===== src/rtl/mem_access_stage_pkg.sv =====
// Shared CPU definitions: opcodes, access-width codes, memory-stage FSM states, lane helpers.
// Latency: none, declarations and pure functions only.
// Backpressure: not applicable.
package mem_access_stage_pkg;

   // Major opcodes seen by the memory stage
   localparam logic [4:0] OP_LOAD   = 5'b00000;
   localparam logic [4:0] OP_STORE  = 5'b01000;
   localparam logic [4:0] OP_BRANCH = 5'b11000;

   // Access width, taken from func3[1:0]; func3[2] selects zero-extension on loads
   localparam logic [1:0] SZ_BYTE = 2'b00;
   localparam logic [1:0] SZ_HALF = 2'b01;
   localparam logic [1:0] SZ_WORD = 2'b10;

   typedef enum logic {
      IDLE   = 1'b0,
      ACCESS = 1'b1
   } state_t;

   // Byte enables for an access of width sz at byte offset off within the word.
   // Halves only look at off[1] and words ignore off, which force-aligns sloppy addresses.
   function automatic logic [3:0] lane_enables(input logic [1:0] sz, input logic [1:0] off);
      case (sz)
         SZ_BYTE: return 4'b0001 << off;
         SZ_HALF: return 4'b0011 << {off[1], 1'b0};
         default: return 4'b1111;
      endcase
   endfunction

   // Replicate store data into every lane so the enabled lanes always carry it
   function automatic logic [31:0] store_lanes(input logic [1:0] sz, input logic [31:0] d);
      case (sz)
         SZ_BYTE: return {4{d[7:0]}};
         SZ_HALF: return {2{d[15:0]}};
         default: return d;
      endcase
   endfunction

   // True when the offset is not a multiple of the access width
   function automatic logic misaligned(input logic [1:0] sz, input logic [1:0] off);
      case (sz)
         SZ_BYTE: return 1'b0;
         SZ_HALF: return off[0];
         default: return off != 2'b00;
      endcase
   endfunction

endpackage


===== src/rtl/mem_access_stage_load_align.sv =====
// Load lane extraction: picks the addressed byte/half from the read word and sign/zero-extends it.
// Latency: combinational.
// Backpressure: none, pure datapath.
module load_align
   import mem_access_stage_pkg::*;
(
   input  logic [31:0] rdata,
   input  logic [1:0]  off,
   input  logic [2:0]  func3,
   output logic [31:0] data
);

   logic [7:0]  sel_byte;
   logic [15:0] sel_half;

   // Select the lane, then extend according to func3[2] (1 = unsigned)
   always_comb begin
      sel_byte = rdata[{off, 3'b000} +: 8];
      sel_half = off[1] ? rdata[31:16] : rdata[15:0];
      case (func3[1:0])
         SZ_BYTE: data = func3[2] ? {24'h000000, sel_byte} : {{24{sel_byte[7]}}, sel_byte};
         SZ_HALF: data = func3[2] ? {16'h0000, sel_half}   : {{16{sel_half[15]}}, sel_half};
         default: data = rdata;
      endcase
   end

endmodule


===== src/rtl/mem_access_stage.sv =====
// Memory access stage: passes ALU results to writeback, runs loads/stores on a req/ack bus with timeout.
// Latency: non-memory ops 1 cycle; loads 1 cycle after mem_ack; bus_err 1 cycle after timeout/trap.
// Backpressure: ex_ready is low while an access is outstanding. Optional macro: MISALIGN_TRAP_EN.
module mem_access_stage
   import mem_access_stage_pkg::*;
#(
   parameter int TIMEOUT_CYC = 64
)
(
   input  logic        clk,
   input  logic        rst_n,
   input  logic        ex_valid,
   input  logic [4:0]  ex_opcode,
   input  logic [2:0]  ex_func3,
   input  logic [4:0]  ex_rd,
   input  logic [31:0] ex_alu_out,
   input  logic [31:0] ex_store_data,
   output logic        ex_ready,
   output logic        mem_req,
   output logic        mem_we,
   output logic [31:0] mem_addr,
   output logic [3:0]  mem_be,
   output logic [31:0] mem_wdata,
   input  logic [31:0] mem_rdata,
   input  logic        mem_ack,
   output logic        wb_valid,
   output logic [4:0]  wb_rd,
   output logic [31:0] wb_data,
   output logic        bus_err
);

   // Counter value on the last wait cycle before the access is abandoned
   localparam logic [7:0] LAST_WAIT = 8'(TIMEOUT_CYC - 1);

   state_t      state;
   logic [7:0]  wait_cnt;
   logic        lsu_load;
   logic [4:0]  lsu_rd;
   logic [2:0]  lsu_func3;
   logic [1:0]  lsu_off;
   logic [31:0] load_data;
   logic        is_mem;
   logic        is_store;
   logic        trap;

   assign ex_ready = (state == IDLE);
   assign is_store = (ex_opcode == OP_STORE);
   assign is_mem   = (ex_opcode == OP_LOAD) || is_store;

`ifdef MISALIGN_TRAP_EN
   assign trap = misaligned(ex_func3[1:0], ex_alu_out[1:0]);
`else
   assign trap = 1'b0;
`endif

   load_align u_load_align (
      .rdata (mem_rdata),
      .off   (lsu_off),
      .func3 (lsu_func3),
      .data  (load_data)
   );

   // Stage FSM: issue, wait for ack or timeout, and drive all bus/writeback outputs as registers
   always_ff @(posedge clk or negedge rst_n) begin
      if (!rst_n) begin
         state     <= IDLE;
         wait_cnt  <= '0;
         mem_req   <= 1'b0;
         mem_we    <= 1'b0;
         mem_addr  <= '0;
         mem_be    <= '0;
         mem_wdata <= '0;
         wb_valid  <= 1'b0;
         wb_rd     <= '0;
         wb_data   <= '0;
         bus_err   <= 1'b0;
         lsu_load  <= 1'b0;
         lsu_rd    <= '0;
         lsu_func3 <= '0;
         lsu_off   <= '0;
      end else begin
         wb_valid <= 1'b0;
         bus_err  <= 1'b0;
         case (state)
            IDLE: begin
               if (ex_valid) begin
                  if (is_mem) begin
                     if (trap) begin
                        bus_err <= 1'b1;
                     end else begin
                        state     <= ACCESS;
                        wait_cnt  <= '0;
                        mem_req   <= 1'b1;
                        mem_we    <= is_store;
                        mem_addr  <= {ex_alu_out[31:2], 2'b00};
                        mem_be    <= lane_enables(ex_func3[1:0], ex_alu_out[1:0]);
                        mem_wdata <= store_lanes(ex_func3[1:0], ex_store_data);
                        lsu_load  <= ~is_store;
                        lsu_rd    <= ex_rd;
                        lsu_func3 <= ex_func3;
                        lsu_off   <= ex_alu_out[1:0];
                     end
                  end else if (ex_opcode != OP_BRANCH) begin
                     wb_valid <= 1'b1;
                     wb_rd    <= ex_rd;
                     wb_data  <= (ex_rd == 5'd0) ? 32'h0 : ex_alu_out;
                  end
               end
            end
            ACCESS: begin
               // Ack is checked first so it wins over a timeout in the same cycle
               if (mem_ack) begin
                  state   <= IDLE;
                  mem_req <= 1'b0;
                  mem_we  <= 1'b0;
                  if (lsu_load) begin
                     wb_valid <= 1'b1;
                     wb_rd    <= lsu_rd;
                     wb_data  <= (lsu_rd == 5'd0) ? 32'h0 : load_data;
                  end
               end else if (wait_cnt == LAST_WAIT) begin
                  state   <= IDLE;
                  mem_req <= 1'b0;
                  mem_we  <= 1'b0;
                  bus_err <= 1'b1;
               end else begin
                  wait_cnt <= wait_cnt + 8'd1;
               end
            end
            default: state <= IDLE;
         endcase
      end
   end

endmodule


===== config.mk =====
export PLATFORM = sky130hd
export DESIGN_NAME = mem_access_stage
export DESIGN_NICKNAME = d
export VERILOG_FILES = /design/src/rtl/mem_access_stage_pkg.sv /design/src/rtl/mem_access_stage_load_align.sv /design/src/rtl/mem_access_stage.sv
export SDC_FILE = /design/constraint.sdc
export NUM_CORES = 1
export LEC_CHECK = 0
export ABC_AREA = 1
export CORE_MARGIN = 1
export CORE_UTILIZATION = 42
export DETAILED_ROUTE_END_ITERATION = 12
export PLACE_DENSITY = 0.78
export SYNTH_ARGS = -nofsm -noshare
export SYNTH_HDL_FRONTEND = slang
export SYNTH_SLANG_ARGS = --single-unit
export TNS_END_PERCENT = 30

===== constraint.sdc =====
create_clock -name clk -period 1.3 [get_ports clk]
set_input_delay 0.195 -clock clk [delete_from_list [all_inputs] [get_ports clk]]
set_output_delay 0.195 -clock clk [all_outputs]
set_load 0.005 [all_outputs]

=== After elaboration in Yosys (flattened, before gate mapping) ===
Cells that the tools add are included.

* Bits in registers: 127
* Latch bits: 0
* RAM bits: 0
* Memory bits (read-only): 0
* Output and inout bits: 110
* Logic and storage cells: 92
* Memories kept: 0

* $add $sub $neg: 1
* $mul: 0
* Div/mod/pow operators: 0
* $lt $le $gt $ge: 0
* Equality and inequality tests: 14
* Shifts and indexed selects: 3
* Mux-type cells: 47
* Bitwise gates (word level): 2
* Reduce and logical (&&, ||, !) cells: 10

{| class="wikitable"
|+ Operators by type and width
! cell !! number
|-
| 2-to-1 mux 32 bit || 9
|-
| case mux 32 bit (2 select lines) || 3
|-
| 2-to-1 mux 8 bit || 4
|-
| variable part select 32 x 6 -> 8 bit || 1
|-
| 2-to-1 mux 5 bit || 5
|-
| 2-to-1 mux 1 bit || 17
|-
| 2-to-1 mux 16 bit || 1
|-
| case mux 8 bit (2 select lines) || 1
|-
| zero test 5 bit || 3
|-
| inequality test 2 bit (second input constant) || 5
|-
| case mux 1 bit (2 select lines) || 5
|-
| case mux 5 bit (2 select lines) || 1
|-
| adder 8 x 1 -> 8 bit (second input constant) || 1
|-
| == test 8 x 6 -> 1 bit (second input constant) || 1
|-
| case mux 4 bit (2 select lines) || 1
|-
| inequality test 2 x 1 -> 1 bit (second input constant) || 3
|-
| AND reduction 3 bit || 2
|-
| == test 5 x 4 -> 1 bit (second input constant) || 1
|-
| inequality test 5 bit (second input constant) || 1
|-
| AND reduction 5 bit || 1
|-
| == test 2 x 1 -> 1 bit (second input constant) || 2
|-
| zero test 2 bit || 2
|-
| AND reduction 4 bit || 1
|-
| left shift 1 x 2 -> 4 bit (first input constant) || 1
|-
| 4 further kinds || 5
|}

=== Logic depth before layout (Yosys ltp) ===
* Word-level depth: 7
* Mapped depth: 11

=== Cells and area by module ===
A second synthesis with hierarchy kept.

* Cells, all modules: 966
* Area total of the unflattened synthesis: 7113.1 um^2

{| class="wikitable"
|+ Modules (own cells, without submodules)
! module !! times used !! cells each !! area an instance (um^2) !! sequential area each (um^2)
|-
| mem_access_stage || 1 || 812 || 6192.2 || 3178.0
|-
| load_align || 1 || 154 || 920.9 || 0.0
|}

=== Least setup slack after synthesis ===
OpenSTA, ideal clock, no wires.

* Path kind: reg2reg
* From: reg state
* To: reg wb_data[28]
* Setup time: 120 ps
* Arrival time: 1256 ps
* Required time: 1180 ps
* Setup slack: -76 ps
* Stages on the path, launching flop included: 10
* Clock period less this slack: 1376 ps
* Cell sequence: dfrtp_1 > buf_2 > a21oi_2 > nand2_1 > nand2_1 > nand2_1 > buf_6 > buf_4 > nor2_1 > a21oi_2

* Cells in the longest elaborated chain, start to end: 3
* Elaborated cells on any way between the ends: 8

{| class="wikitable"
|+ RTL lines
! item !! RTL line !! source
|-
| from (decl) || mem_access_stage.sv:35 || <nowiki>state_t state;</nowiki>
|-
| from (signal assigned) || mem_access_stage.sv:66 || <nowiki>state <= IDLE;</nowiki>
|-
| from (signal assigned) || mem_access_stage.sv:91 || <nowiki>state <= ACCESS;</nowiki>
|-
| from (signal assigned) || mem_access_stage.sv:113 || <nowiki>state <= IDLE;</nowiki>
|-
| inverter 1 bit (no line) || n/a ||
|-
| inequality test 2 x 1 -> 1 bit (no line) / inequality test 2 bit (equally long branches) || n/a ||
|-
| AND reduction 5 bit (no line) || n/a ||
|-
| to (signal assigned) || mem_access_stage.sv:106 || <nowiki>wb_data <= (ex_rd == 5'd0) ? 32'h0 : ex_alu_out;</nowiki>
|-
| to (signal assigned) || mem_access_stage.sv:119 || <nowiki>wb_data <= (lsu_rd == 5'd0) ? 32'h0 : load_data;</nowiki>
|-
| to (decl) || mem_access_stage.sv:28 || <nowiki>output logic [31:0] wb_data,</nowiki>
|}

Several ways; a longest one is shown, not always the timed one.
A chain may end at the register's enable or synchronous reset.

=== Final worst setup path ===
* From: reg state
* To: reg wb_data[25]

Same word-level chain as after synthesis.

==> impl_metrics.json <==
{
  "antenna_left": 0,
  "syn_area_um2": 6480,
  "numCtsBuffers": 17,
  "yosys.area_share.simple_pct": 28.6,
  "worst_slew_pin_slew_ns": 0.583,
  "drc_errors": 0,
  "critPathLaunchType": "register",
  "die_h_um": 126,
  "initialDrtViolationCount": 547,
  "core_um2": 15100,
  "maxSlewHeadroom_pct": 61.0,
  "yosysWarnings": 0,
  "cts_sinks": 127,
  "ios": 223,
  "hp-class": "in2async",
  "final_cell_mix": "236 x nand2_1, 126 x dfrtp_1, 111 x clkdlybuf4s50_1",
  "maxCapViolCount": 0,
  "insertion_delay_ns": 0.42,
  "synth_cell_types": 34,
  "routed.top_layer": "met4",
  "met1_length_mm": 9.59,
  "finalCritPeriodShare_pct": 120,
  "synthMuxAreaShare_pct": 0,
  "vias_per_cell": 5.32,
  "period_needed_ns": 1.56,
  "initial_core_util_pct": 42.8,
  "cp_data_arrival_time_ns": 1.90,
  "dr_wl_met3_mm": 2.00,
  "hold-worst-slack_ns": 0.219,
  "critical_path_class": "reg2reg",
  "path_clk_slew_ns": 0.06,
  "grt_pass1_wl_mm": 34.2,
  "violations": "setup timing",
  "rsz0062_at_grt": "true",
  "wire_per_inst_um": 18.4,
  "syn_inst": 856,
  "ys_ff_latch": 127,
  "p_leak_nw": 5.38,
  "outcome": "finished, violations left",
  "grt_overflow": 0,
  "setup_violations": 127,
  "cts_max_level": 4,
  "r2r_slack_ns": -0.26,
  "antenna_cells": 0,
  "grt_use_total_pct": 27.9,
  "dr.pass1.iters": 5,
  "layout-drive-gt1-share_pct": 25.7,
  "crit-reg2reg-capture": "wb_data[25]",
  "synth_xor_area_share_pct": 0.135,
  "gp_congestion": 0.952,
  "yosysSeqAreaShare_pct": 49.0,
  "vdd_drop_max_v": 0.000998,
  "dpl.hpwl_mm": 14.5,
  "clock_skew_ns": 0.00757,
  "reg2reg_from": "state",
  "finalHoldViolCount": 0,
  "antenna_found_initial": 0,
  "cts_tree": "done",
  "first_global_vias": 6741,
  "synth_top_family_by_area": "simple AND/OR/NAND/NOR gates",
  "synthAdderAreaFrac_pct": 0.193,
  "setup_ws_ns": -0.258,
  "area_growth_pct": 71.3,
  "layout.nets": 1279,
  "die_w_um": 126,
  "cp_data_required_time_ns": 1.64,
  "final_common_cell": "nand2_1",
  "grt_max_degree": 83,
  "root_buffer": "clkbuf_16",
  "crit_fanout": 7,
  "die_area_um2": 15900,
  "clockBufferDepth": 2,
  "vias": 7260,
  "synth.avg_cell_area_um2": 7.57,
  "port_buffers": 220,
  "worstSetupEndpointType": "register",
  "drt-total-wl_mm": 25.1,
  "powerDensity_nw_per_um2": 1300,
  "slew_violations": 0,
  "route.met2.wl_mm": 12.5,
  "pre_cts_slack_ns": -0.458,
  "rows": 45,
  "synth_compound_area_share_pct": 13.6,
  "max_freq_mhz": 642,
  "rr_worst_depth": 9
}
[cells by family (layout without fill, tap and decap cells)]
group | Yosys count | in the layout
simple gates | 442 | 444
other cells | 1 | 2
buf+inv | 119 | 437
compound gates | 165 | 165
flops | 127 | 127
xor+xnor | 1 | 1
fa+ha+maj | 1 | 1
[worst max-delay path: stages, from the launching register on]
cell and delay, ns:
dfrtp_2 0.43, buf_6 0.14, a21oi_4 0.14, nand2_1 0.09, nand2_2 0.12, nand2_8 0.10
clkinv_8 0.11, clkbuf_16 0.17, nor2_4 0.04, a21oi_2 0.12
[cell type report]
| cell class | instances | area [µm²] |
|---|---|---|
| fill | 1058 | 4040 |
| timing repair buffer | 334 | 3500 |
| multi-input combinational | 613 | 3340 |
| sequential | 127 | 3180 |
| clock buffer | 23 | 448 |
| inverter | 72 | 293 |
| tap | 188 | 235 |
| clock inverter | 8 | 115 |
[stage by stage]
| stage | util, % | setup TNS [ns] | power, mW | instances | cell area [µm²] |
|---|---|---|---|---|---|
| floorplan | - | -1.01 | 6.94 | 857 | 6520 |
| global placement | 61.8 | -41.08 | 9.29 | 1290 | 9360 |
| detailed placement | 61.8 | -45.53 | 9.38 | 1290 | 9360 |
| CTS | 68.0 | -14.81 | 13.8 | 1345 | 10300 |
| global route | 73.3 | -24.98 | 15.1 | 1365 | 11100 |
| finish | 73.3 | -18.58 | 14.4 | 1365 | 11100 |
[routing by layer]
metal / vias up / global-route usage, %
met4: 0 / 10.6
met5: - / 0
met3: 77 / 7.60
met1: 3427 / 33.7
met2: 407 / 47.5
li1: 3349 / -
[worst max path at each step]
stage | startpoint | to | slack, ns | depth (start not counted)
floorplan | lsu_func3[1] | wb_data[28] | -0.07 | 10
global placement | ex_opcode[3] | wb_data[22] | -0.39 | 11
detailed placement | ex_opcode[2] | mem_addr[30] | -0.46 | 6
CTS | state | mem_addr[30] | -0.20 | 8
global route | state | wb_data[18] | -0.31 | 9
finish | state | wb_data[25] | -0.26 | 9
[synth_stat cells, drive strengths merged]
cell type / count / area, µm²
a21oi: 63 / 357
ha: 1 / 12.5
nand2: 271 / 1070
a21o: 1 / 7.51
o21bai: 1 / 7.51
a31oi: 3 / 18.8
dfrtp: 127 / 3180
o21ai: 95 / 475
nor2: 119 / 480
xor2: 1 / 8.76
clkbuf: 12 / 45.0
nand4: 4 / 46.3
conb: 1 / 3.75
buf: 35 / 223
nor3: 3 / 15.0
o31ai: 2 / 15.0
inv: 72 / 275
nand3: 45 / 243
[repair_timing]
| action | CTS | global route |
|---|---|---|
| hold buffers | 1 | 0 |
| gates resized for setup | 158 | 181 |
| endpoints found under the setup margin | 233 | 168 |
| cloned | 8 | 10 |
| pin swaps | 5 | 17 |
| hold endpoints to repair | 127 | 0 |
| buffers inserted | 15 | 11 |
[state kept, by name, summed over array words and instances, names as in the netlist]
name,cells
lsu_load,1
mem_wdata,32
wb_valid,1
mem_addr,30
lsu_func3,3
lsu_rd,5
wait_cnt,8
mem_be,4
state,1
wb_rd,5
bus_err,1
mem_we,1
lsu_off,2
mem_req,1
wb_data,32
[report_power, final]
| group | internal (mW) | switching, mW |
|---|---|---|
| combinational | 2.25 | 2.24 |
| clock | 2.98 | 1.71 |
| sequential | 4.71 | 0.503 |
Power figures use the tool's default switching activity.
